$ cat config.mk
export PLATFORM = sky130hd
export DESIGN_NAME = instruction_sequencer
export DESIGN_NICKNAME = d
export VERILOG_FILES = /design/src/rtl/instruction_sequencer.sv
export SDC_FILE = /design/constraint.sdc
export NUM_CORES = 1
export LEC_CHECK = 0
export ABC_AREA = 0
export CAP_MARGIN = 20
export CORE_MARGIN = 1
export CORE_UTILIZATION = 23
export CTS_CLUSTER_SIZE = 12
export DETAILED_ROUTE_END_ITERATION = 16
export SYNTH_ARGS = -nofsm -noshare
export SYNTH_HDL_FRONTEND = slang
export SYNTH_SLANG_ARGS = --single-unit
$ cat constraint.sdc
create_clock -name clk -period 3.9 [get_ports clk]
set_input_delay 0.78 -clock clk [delete_from_list [all_inputs] [get_ports clk]]
set_output_delay 0.78 -clock clk [all_outputs]
set_load 0.02 [all_outputs]
$ cat src/rtl/instruction_sequencer.sv
// Issues up to 32 stored 13-bit instruction words, inserting GAP idle cycles after each one.
// Build macro SEQ_LOOP_EN: a run wraps to the first instruction instead of finishing in DONE.
module instruction_sequencer #(
    parameter int GAP = 1
) (
    input  logic        clk,
    input  logic        reset,
    input  logic        prog_we,
    input  logic [4:0]  prog_addr,
    input  logic [12:0] prog_data,
    input  logic [5:0]  prog_len,
    input  logic        start,
    input  logic        stop,
    input  logic        stall,
    output logic [12:0] instruction,
    output logic        instr_valid,
    output logic [4:0]  pc,
    output logic        busy,
    output logic        done,
    output logic        err
);

`ifdef SEQ_LOOP_EN
    localparam logic LOOP_EN = 1'b1;
`else
    localparam logic LOOP_EN = 1'b0;
`endif

    localparam logic [3:0] GAP_CYC = 4'(GAP);

    typedef enum logic [1:0] {
        ST_IDLE  = 2'd0,
        ST_ISSUE = 2'd1,
        ST_GAP   = 2'd2,
        ST_DONE  = 2'd3
    } state_t;

    state_t      state_q, state_d;
    logic [4:0]  pc_q, pc_d;
    logic [12:0] instr_q, instr_d;
    logic [3:0]  gap_q, gap_d;
    logic [5:0]  len_q, len_d;
    logic        valid_q, busy_q, done_q;
    logic        err_q, err_d;
    logic [12:0] mem_q [32];

    logic        issue_s;
    logic [4:0]  issue_addr_s;
    logic        last_s;
    logic        idle_s;
    logic [5:0]  len_clamp_s;

    // Next-state logic: decides when the next word issues, when the run ends, and error flagging.
    always_comb begin
        state_d     = state_q;
        pc_d        = pc_q;
        instr_d     = instr_q;
        gap_d       = gap_q;
        len_d       = len_q;
        issue_s     = 1'b0;
        idle_s      = (state_q == ST_IDLE) || (state_q == ST_DONE);
        last_s      = ({1'b0, pc_q} == (len_q - 6'd1));
        len_clamp_s = (prog_len > 6'd32) ? 6'd32 : prog_len;
        if (last_s) begin
            issue_addr_s = 5'd0;
        end else begin
            issue_addr_s = pc_q + 5'd1;
        end

        case (state_q)
            ST_IDLE, ST_DONE: begin
                if (start && !stop) begin
                    if (prog_len == 6'd0) begin
                        state_d = ST_DONE;
                    end else begin
                        len_d        = len_clamp_s;
                        issue_addr_s = 5'd0;
                        issue_s      = 1'b1;
                    end
                end else begin
                    state_d = state_q;
                end
            end
            ST_ISSUE: begin
                if (stop) begin
                    state_d = ST_IDLE;
                end else if (GAP_CYC != 4'd0) begin
                    state_d = ST_GAP;
                    gap_d   = GAP_CYC - 4'd1;
                end else if (last_s && !LOOP_EN) begin
                    state_d = ST_DONE;
                end else if (stall) begin
                    // Zero-gap stall parks in GAP with an expired count so the issue is retried next edge.
                    state_d = ST_GAP;
                    gap_d   = 4'd0;
                end else begin
                    issue_s = 1'b1;
                end
            end
            ST_GAP: begin
                if (stop) begin
                    state_d = ST_IDLE;
                end else if (gap_q != 4'd0) begin
                    gap_d = gap_q - 4'd1;
                end else if (last_s && !LOOP_EN) begin
                    state_d = ST_DONE;
                end else if (stall) begin
                    state_d = ST_GAP;
                end else begin
                    issue_s = 1'b1;
                end
            end
            default: begin
                state_d = ST_IDLE;
            end
        endcase

        if (issue_s) begin
            state_d = ST_ISSUE;
            pc_d    = issue_addr_s;
            instr_d = mem_q[issue_addr_s];
        end else begin
            pc_d    = pc_q;
        end

        err_d = err_q || (prog_we && !idle_s);
    end

    // Sequencer state and registered outputs.
    always_ff @(posedge clk) begin
        if (reset) begin
            state_q <= ST_IDLE;
            pc_q    <= 5'd0;
            instr_q <= 13'h0000;
            gap_q   <= 4'd0;
            len_q   <= 6'd0;
            valid_q <= 1'b0;
            busy_q  <= 1'b0;
            done_q  <= 1'b0;
            err_q   <= 1'b0;
        end else begin
            state_q <= state_d;
            pc_q    <= pc_d;
            instr_q <= instr_d;
            gap_q   <= gap_d;
            len_q   <= len_d;
            valid_q <= issue_s;
            busy_q  <= (state_d == ST_ISSUE) || (state_d == ST_GAP);
            done_q  <= (state_d == ST_DONE);
            err_q   <= err_d;
        end
    end

    // Program memory keeps its contents across reset; writes only land while not running.
    always_ff @(posedge clk) begin
        if (prog_we && idle_s && !reset) begin
            mem_q[prog_addr] <= prog_data;
        end
    end

    assign instruction = instr_q;
    assign instr_valid = valid_q;
    assign pc          = pc_q;
    assign busy        = busy_q;
    assign done        = done_q;
    assign err         = err_q;

endmodule

==> results of run 1 <==
area by class of cell:
cell class | count | area, um2
Fill cell | 7750 | 56000
Sequential cell | 450 | 13200
Multi-Input combinational cell | 674 | 4770
Clock buffer | 69 | 1310
Tap cell | 1040 | 1300
Timing Repair Buffer | 135 | 1180
Clock inverter | 12 | 145
Inverter | 13 | 48.8
Antenna cell | 2 | 5.00
state kept, by name, summed over array words and instances, names as in the netlist:
| name | count |
|---|---|
| gap_q | 4 |
| mem_q | 416 |
| busy | 1 |
| err | 1 |
| done | 1 |
| state_q | 2 |
| len_q | 6 |
| pc | 5 |
| instr_valid | 1 |
| instruction | 13 |
worst min path at each step:
stage                     slack, ns  depth (start not counted)        to     start
after floorplan                0.44                          2  len_q[1]  len_q[1]
after global placement         0.45                          2       err       err
after detailed placement       0.46                          2  len_q[1]  len_q[1]
after CTS                      0.48                          2  len_q[1]  len_q[1]
after global routing           0.52                          2  len_q[1]  len_q[1]
final                          0.47                          2       err       err
layout by cell type, fill, tap and decap left out, drive strengths merged, types with 13 or more instances in the layout:
| master | n |
|---|---|
| o21ai | 68 |
| buf | 84 |
| dfxtp | 34 |
| nor2b | 13 |
| clkdlybuf4s50 | 51 |
| a211oi | 18 |
| a21oi | 65 |
| o211ai | 22 |
| nand3 | 22 |
| nand2 | 52 |
| clkbuf | 69 |
| nand3b | 13 |
| mux4 | 19 |
| nor2 | 82 |
| nor3 | 29 |
| or2 | 20 |
| edfxtp | 416 |
| inv | 13 |
| mux2i | 60 |
| o22ai | 41 |
kinds of logic after synthesis:
family                   after synthesis  share of synthesized area [%]
XOR/XNOR                              14                          0.672
multiplexers                          90                           6.32
flip-flops                           450                           72.2
AND/OR/NAND/NOR                      261                           7.12
AO/OA/AOI/OAI                        302                           11.2
adder cells (fa/ha/maj)                7                          0.480
buffers and inverters                 86                           2.03
critical path: stages, from the launching register on:
cell and delay [ns]:
dfxtp_1 0.34, inv_1 0.07, ha_1 0.23, or3b_1 0.37, a211o_1 0.35, a211oi_4 0.22, buf_4 0.24, a21oi_4 0.08
buf_12 0.20, o22ai_1 0.31, o2bb2ai_1 0.13, nor4b_1 0.58, o32ai_1 0.19
through the flow:
step | total power, mW | instances | utilization, % | hold slack [ns] | area (um2)
CTS | 10.1 | 2393 | 28.1 | 0.476 | 21900
floorplan | 5.56 | 1210 | - | 0.441 | 18200
detailed placement | 5.80 | 2312 | 26.3 | 0.461 | 20500
finish | 10.0 | 2395 | 28.1 | 0.472 | 21900
global route | 10.3 | 2394 | 28.1 | 0.521 | 21900
global placement | 5.79 | 2312 | 26.3 | 0.449 | 20500
layer usage:
| metal | global-route usage, % | share of wire [%] | vias to the layer above |
|---|---|---|---|
| li1 | - | - | 5000 |
| met1 | 17.7 | 42 | 5729 |
| met2 | 19.1 | 43 | 601 |
| met3 | 4.90 | 12 | 98 |
| met4 | 3.35 | 2.3 | 10 |
| met5 | 0 | 0.12 | - |
power groups by stage:
stage                     combinational, mW  sequential [mW]  clock, mW
after floorplan                       0.137             5.42          0
after global routing                  0.406             5.32       4.53
after global placement                0.371             5.42          0
after detailed placement              0.379             5.42          0
final                                 0.383             5.32       4.30
after CTS                             0.380             5.32       4.37
==> impl_metrics.env, run 1 <==
export IMPL_status="completed"
export IMPL_globalRouteTotalUtil_pct=12.9
export IMPL_drt_vias_per_instance=4.78
export IMPL_first_iter_violations=1465
export IMPL_layout_setup_ws_ns=0.436
export IMPL_finalSetupViolCount=0
export IMPL_dp_slack_ns=0.140
export IMPL_clockBufferDepth=3
export IMPL_crit_type="flip-flop to flip-flop"
export IMPL_ys_ff_latch=450
export IMPL_ant_nets=0
export IMPL_cts_sinks=450
export IMPL_ios=52
export IMPL_cts_hold_buffers=0
export IMPL_postCtsResizedCells=0
export IMPL_synthMostInstantiatedCell="edfxtp_1"
export IMPL_clk_pin_slew_worst_paths_ns=0.06
export IMPL_r2r_end="instruction[11]"
export IMPL_synth_top_cell_area_share_pct=68.5
export IMPL_worstPathRequired_ns=4.33
export IMPL_maxCapViolations=0
export IMPL_cts_tree="yes"
export IMPL_holdCritPathClass="flip-flop to flip-flop"
export IMPL_slew_headroom_pct=20.7
export IMPL_skew_ns=0.0262
export IMPL_portBuffers=51
export IMPL_rsz0062_at_grt="false"
export IMPL_antenna_found_initial=8
export IMPL_synthCells=1210
export IMPL_grt_overflow=0
export IMPL_clock_latency_ns=0.58
export IMPL_globalplace_congestion=0.894
export IMPL_syn2layout_area_growth_pct=20.3
export IMPL_grt_pass1_wl_mm=77.0
export IMPL_cp_arrival_ns=3.89
export IMPL_maxSlewViolCount=0
export IMPL_yosys_area_top_type="edfxtp_1"
export IMPL_synth_edf_count=416
export IMPL_clkPwrFrac_pct=42.9
export IMPL_yosys_warnings=0
export IMPL_intPower_mw=7.93
export IMPL_die_height_um=284
export IMPL_worst_pin_slew_ns=1.18
export IMPL_p_sw_share_pct=20.7
export IMPL_layout_nets=1358
export IMPL_critPathCaptureType="flip-flop"
export IMPL_core_um2=78000
export IMPL_r2r_start="len_q[0]"
export IMPL_yosysSeqAreaShare_pct=72.2
export IMPL_vias=11400
export IMPL_power_leakage_nw=6.72
export IMPL_min_period_ns=3.46
export IMPL_synth_ff_type="edfxtp_1"
export IMPL_wl_mm=53.0
export IMPL_rrSetupSlack_ns=0.44
export IMPL_fin_setup_tns_ns=0
export IMPL_switchingPower_mw=2.07
export IMPL_rr_worst_depth=12
export IMPL_startpoint_type="flip-flop"
export IMPL_syn_nets=1247
export IMPL_cp_startpoint="len_q[0]"
export IMPL_peakVddDrop_mv=0.254
export IMPL_fmax_mhz=289
export IMPL_drtPass1Iterations=5
export IMPL_synth_distinct_cells=76
export IMPL_initial_utilization_pct=23.4
export IMPL_cts_buffers=47
export IMPL_p_seq_share_pct=53.2
export IMPL_synthTopCellsByCount="edfxtp_1, nor2_1, a21oi_1"
export IMPL_hpwl_mm=33.8
export IMPL_post_cts_setup_buffers=0
export IMPL_grt_pass1_vias=11200
export IMPL_drcViolationCount=0
export IMPL_grt_max_degree=157
export IMPL_netlist_area_um2=18200
export IMPL_hold_viol=0
export IMPL_yosys_top_cells_area="edfxtp_1, dfxtp_1, mux2i_1"
export IMPL_htree_levels=2
export IMPL_syn_avg_cell_area_um2=15.1
export IMPL_cellPowerDensity_nw_per_um2=456
export IMPL_rows=102
export IMPL_die_area_um2=80400
export IMPL_drive_gt1_share_pct=16.3
export IMPL_die_w_um=284
export IMPL_fin_crit_sh_pct=88.8
export IMPL_root_buffer="clkbuf_16"
export IMPL_wl_per_cell_um=22.1
export IMPL_async_flop_share_pct=0
export IMPL_crit_path_max_fanout=48
export IMPL_crit_end="instruction[11]"
export IMPL_power_frac_comb_pct=3.8
Power figures use the tool's default switching activity.
==> run 2: changes to the inputs <==
--- a/config.mk
+++ b/config.mk
@@ -7,7 +7,7 @@
 export LEC_CHECK = 0
 export ABC_AREA = 0
 export CAP_MARGIN = 20
-export CORE_MARGIN = 1
+export CORE_MARGIN = 5
 export CORE_UTILIZATION = 23
 export CTS_CLUSTER_SIZE = 12
 export DETAILED_ROUTE_END_ITERATION = 16
==> impl_metrics.env, run 2 (synthesized netlist as in run 1, its figures left out) <==
export IMPL_startpoint_type="flip-flop"
export IMPL_clockBufferDepth=3
export IMPL_first_iter_violations=1352
export IMPL_drtPass1Iterations=5
export IMPL_min_period_ns=3.59
export IMPL_drt_vias_per_instance=4.78
export IMPL_fin_crit_sh_pct=92.1
export IMPL_portBuffers=51
export IMPL_syn2layout_area_growth_pct=20.2
export IMPL_fin_area_um2=21900
export IMPL_final_cell_mix="edfxtp_1, nor2_1, buf_4"
export IMPL_cts_buffers=47
export IMPL_drive_gt1_share_pct=16.1
export IMPL_hpwl_mm=33.6
export IMPL_largest_reg_flops=416
export IMPL_maxSlewViolCount=0
export IMPL_cts_hold_buffers=0
export IMPL_drcViolationCount=0
export IMPL_status="completed"
export IMPL_cellPowerDensity_nw_per_um2=452
export IMPL_htree_levels=2
export IMPL_holdCritPathClass="flip-flop to flip-flop"
export IMPL_fmax_mhz=278
export IMPL_crit_path_max_fanout=17
export IMPL_core_um2=78900
export IMPL_peakVddDrop_mv=0.314
export IMPL_rows=103
export IMPL_worstPathRequired_ns=4.33
export IMPL_initial_utilization_pct=23.1
export IMPL_cts_tree="yes"
export IMPL_crit_type="flip-flop to flip-flop"
export IMPL_globalplace_congestion=0.921
export IMPL_wl_per_cell_um=22.1
export IMPL_antenna_found_initial=11
export IMPL_die_height_um=292
export IMPL_slew_headroom_pct=28.3
export IMPL_final_common_cell="edfxtp_1"
export IMPL_ios=52
export IMPL_cp_arrival_ns=4.02
export IMPL_rsz0062_at_grt="false"
export IMPL_fin_cells=2411
export IMPL_wl_mm=53.3
export IMPL_hold_viol=0
export IMPL_power_leakage_nw=6.71
export IMPL_critPathCaptureType="flip-flop"
export IMPL_skew_ns=0.0224
export IMPL_layout_nets=1359
export IMPL_globalRouteTotalUtil_pct=12.1
export IMPL_layout_setup_ws_ns=0.308
export IMPL_worst_pin_slew_ns=1.05
export IMPL_fin_setup_tns_ns=0
export IMPL_ant_nets=0
export IMPL_grt_pass1_vias=11400
export IMPL_dp_slack_ns=0.301
export IMPL_fillCellCount=7976
export IMPL_multi_input_area_um2=4760
export IMPL_die_area_um2=85000
export IMPL_grt_max_degree=157
export IMPL_postCtsResizedCells=0
export IMPL_finalSetupViolCount=0
export IMPL_cts_sinks=450
export IMPL_grt_pass1_wl_mm=77.9
export IMPL_regMostFlops="mem_q"
export IMPL_root_buffer="clkbuf_16"
export IMPL_dp_cells=2323
export IMPL_post_cts_setup_buffers=0
export IMPL_place_area_um2=20500
export IMPL_clk_pin_slew_worst_paths_ns=0.06
export IMPL_die_w_um=292
export IMPL_clock_latency_ns=0.57
export IMPL_grt_overflow=0
export IMPL_vias=11500
export IMPL_ff_latch_area_um2=13200
export IMPL_maxCapViolations=0
[run 2: changes by cell type in the layout (fill, tap and decap cells not counted), sizes merged]
cell,change
buf,+1
inv,-1
diode,+1
clkinv,+2
bufinv,-2
clkbuf,+5
[run 2: where the power goes]
| part | total [mW] | leakage, nW | internal [mW] | switching (mW) |
|---|---|---|---|---|
| Combinational | 0.388 | 2.00 | 0.128 | 0.260 |
| Sequential | 5.32 | 4.02 | 5.30 | 0.0228 |
| Clock | 4.20 | 0.688 | 2.43 | 1.77 |
| Total | 9.91 | 6.71 | 7.85 | 2.06 |
[run 2: critical path, cell delays in order (launching register included)]
cell and delay [ns]:
dfxtp_1 0.34, inv_1 0.07, ha_1 0.22, or3b_1 0.36, a211o_1 0.35, a211o_1 0.40, o21ai_2 0.82, nor2_1 0.15
a21boi_1 0.19, a2111oi_0 0.44, a31oi_1 0.13
[run 2: final timing paths]
| kind | start | to | slack (ns) | depth (start not counted) |
|---|---|---|---|---|
| setup / recovery | len_q[0] | instruction[4] | 0.31 | 10 |
| hold / removal | err | err | 0.48 | 2 |
| setup reg to reg | len_q[0] | instruction[4] | 0.31 | 10 |
| hold reg to reg | err | err | 0.48 | 2 |
[run 2: routing by layer]
layer | vias to the layer above | GRT usage [%] | share of wire [%]
met5 | - | 0 | 0.088
met1 | 5807 | 17.1 | 42
li1 | 5007 | - | -
met2 | 628 | 18.0 | 43
met3 | 86 | 4.02 | 12
met4 | 6 | 3.06 | 2.1
[run 2: layout make-up]
type                    count  share of cell area [%]
well taps                1050                    5.99
flip-flops and latches    450                    60.1
repair buffers            136                    5.47
inverters                  13                   0.223
diodes                      3                  0.0342
clock inverters            11                   0.325
clock buffers              74                    6.16
multi-input cells         674                    21.7
[run 2: stage by stage]
step	total power [mW]	hold WS (ns)	utilization [%]
final	9.91	0.477	27.8
after global routing	10.2	0.503	27.8
after CTS	9.97	0.479	27.8
after detailed placement	5.80	0.465	26.0
after global placement	5.79	0.450	26.0
after floorplan	5.56	0.441	-
==> run 3: changes to the inputs <==
--- a/config.mk
+++ b/config.mk
@@ -11,6 +11,7 @@
 export CORE_UTILIZATION = 23
 export CTS_CLUSTER_SIZE = 12
 export DETAILED_ROUTE_END_ITERATION = 16
+export MAX_ROUTING_LAYER = met4
 export SYNTH_ARGS = -nofsm -noshare
 export SYNTH_HDL_FRONTEND = slang
 export SYNTH_SLANG_ARGS = --single-unit
==> impl_metrics.env, run 3 (synthesized netlist as in run 1, its figures left out) <==
export IMPL_status="completed"
export IMPL_p_seq_share_pct=53.7
export IMPL_cp_arrival_ns=4.00
export IMPL_hpwl_mm=33.6
export IMPL_globalplace_congestion=0.937
export IMPL_clock_latency_ns=0.58
export IMPL_fin_cells=2418
export IMPL_grt_overflow=0
export IMPL_die_height_um=292
export IMPL_clkPwrFrac_pct=42.3
export IMPL_crit_type="flip-flop to flip-flop"
export IMPL_die_area_um2=85000
export IMPL_fin_crit_sh_pct=91.5
export IMPL_maxSlewViolCount=0
export IMPL_fin_setup_tns_ns=0
export IMPL_r2r_start="len_q[0]"
export IMPL_drcViolationCount=0
export IMPL_cp_startpoint="len_q[0]"
export IMPL_place_area_um2=20500
export IMPL_rsz0062_at_grt="false"
export IMPL_die_w_um=292
export IMPL_crit_path_max_fanout=17
export IMPL_htree_levels=2
export IMPL_cts_buffers=47
export IMPL_critPathCaptureType="flip-flop"
export IMPL_rows=103
export IMPL_p_sw_share_pct=20.7
export IMPL_hold_viol=0
export IMPL_cellPowerDensity_nw_per_um2=451
export IMPL_worstPathRequired_ns=4.33
export IMPL_postCtsResizedCells=0
export IMPL_worst_pin_slew_ns=1.04
export IMPL_cts_sinks=450
export IMPL_final_common_cell="edfxtp_1"
export IMPL_fmax_mhz=280
export IMPL_ant_nets=0
export IMPL_grt_pass1_wl_mm=78.0
export IMPL_power_leakage_nw=6.71
export IMPL_globalRouteTotalUtil_pct=12.5
export IMPL_r2r_end="instruction[4]"
export IMPL_min_period_ns=3.57
export IMPL_ios=52
export IMPL_dp_cells=2323
export IMPL_rrSetupSlack_ns=0.33
export IMPL_largest_reg_flops=416
export IMPL_grt_pass1_vias=11400
export IMPL_wl_mm=53.4
export IMPL_core_um2=78900
export IMPL_post_cts_setup_buffers=0
export IMPL_syn2layout_area_growth_pct=20.3
export IMPL_layout_nets=1359
export IMPL_finalSetupViolCount=0
export IMPL_skew_ns=0.0240
export IMPL_antenna_found_initial=12
export IMPL_regMostFlops="mem_q"
export IMPL_switchingPower_mw=2.05
export IMPL_grt_max_degree=157
export IMPL_cts_hold_buffers=0
export IMPL_startpoint_type="flip-flop"
export IMPL_final_cell_mix="edfxtp_1, nor2_1, buf_4"
export IMPL_power_frac_comb_pct=3.9
export IMPL_portBuffers=51
export IMPL_fillCellCount=7971
export IMPL_fin_area_um2=21900
export IMPL_clk_pin_slew_worst_paths_ns=0.06
export IMPL_vias=11500
export IMPL_drt_vias_per_instance=4.75
export IMPL_intPower_mw=7.85
export IMPL_first_iter_violations=1430
export IMPL_clockBufferDepth=3
export IMPL_crit_end="instruction[4]"
export IMPL_drive_gt1_share_pct=16.1
export IMPL_slew_headroom_pct=30.7
export IMPL_maxCapViolations=0
export IMPL_timing_hold_ws_ns=0.475
export IMPL_holdCritPathClass="flip-flop to flip-flop"
export IMPL_rr_worst_depth=10
export IMPL_initial_utilization_pct=23.1
export IMPL_root_buffer="clkbuf_16"
export IMPL_wl_per_cell_um=22.1
export IMPL_drtPass1Iterations=5
export IMPL_cts_tree="yes"
export IMPL_peakVddDrop_mv=0.314
run 3: cell count changes in the layout (fill, tap and decap cells not counted):
cell | before | now
diode_2 | 3 | 10
run 3: cell type report:
type	count	area, um2	area share [%]
inverter	13	48.8	0.222
tap	1050	1310	5.99
clock buffer	74	1350	6.15
antenna	10	25.0	0.114
multi-input combinational	674	4760	21.7
timing repair buffer	136	1200	5.46
clock inverter	11	71.3	0.325
sequential	450	13200	60.0
run 3: worst max-delay path, stage by stage (launching register included):
cell and delay, ns:
dfxtp_1 0.34, inv_1 0.07, ha_1 0.22, or3b_1 0.36
a211o_1 0.35, a211o_1 0.39, o21ai_2 0.83, nor2_1 0.15
a21boi_1 0.19, a2111oi_0 0.41, a31oi_1 0.13
run 3: power by group through the flow:
| stage | clock network, mW | registers [mW] | logic (mW) |
|---|---|---|---|
| finish | 4.19 | 5.32 | 0.389 |
| global route | 4.47 | 5.32 | 0.414 |
| CTS | 4.27 | 5.32 | 0.385 |
| detailed placement | 0 | 5.42 | 0.384 |
| global placement | 0 | 5.42 | 0.375 |
| floorplan | 0 | 5.42 | 0.137 |
run 3: through the flow:
step | utilization (%) | setup WS (ns) | total power [mW]
floorplan | - | 1.10 | 5.56
global placement | 26.0 | 0.351 | 5.79
detailed placement | 26.0 | 0.301 | 5.80
CTS | 27.8 | 0.376 | 9.97
global route | 27.8 | 0.0969 | 10.2
finish | 27.8 | 0.332 | 9.90
run 3: how the worst min path moves through the flow:
stage / from / to / slack, ns / cells past startpoint
4_1_cts: len_q[1] / len_q[1] / 0.48 / 2
6_report: err / err / 0.47 / 2
5_1_grt: len_q[1] / len_q[1] / 0.50 / 2
3_5_place_dp: err / err / 0.47 / 2
2_1_floorplan: len_q[1] / len_q[1] / 0.44 / 2
3_3_place_gp: err / err / 0.45 / 2
run 3: routing by layer:
metal / share of wire, % / wire length (um) / vias to the layer above / global-route usage [%]
met5: 0 / 0 / - / -
met4: 2.0 / 1090 / 0 / 3.02
li1: - / - / 5019 / -
met1: 43 / 22900 / 5787 / 17.1
met3: 11 / 6120 / 84 / 4.08
met2: 44 / 23300 / 605 / 18.0
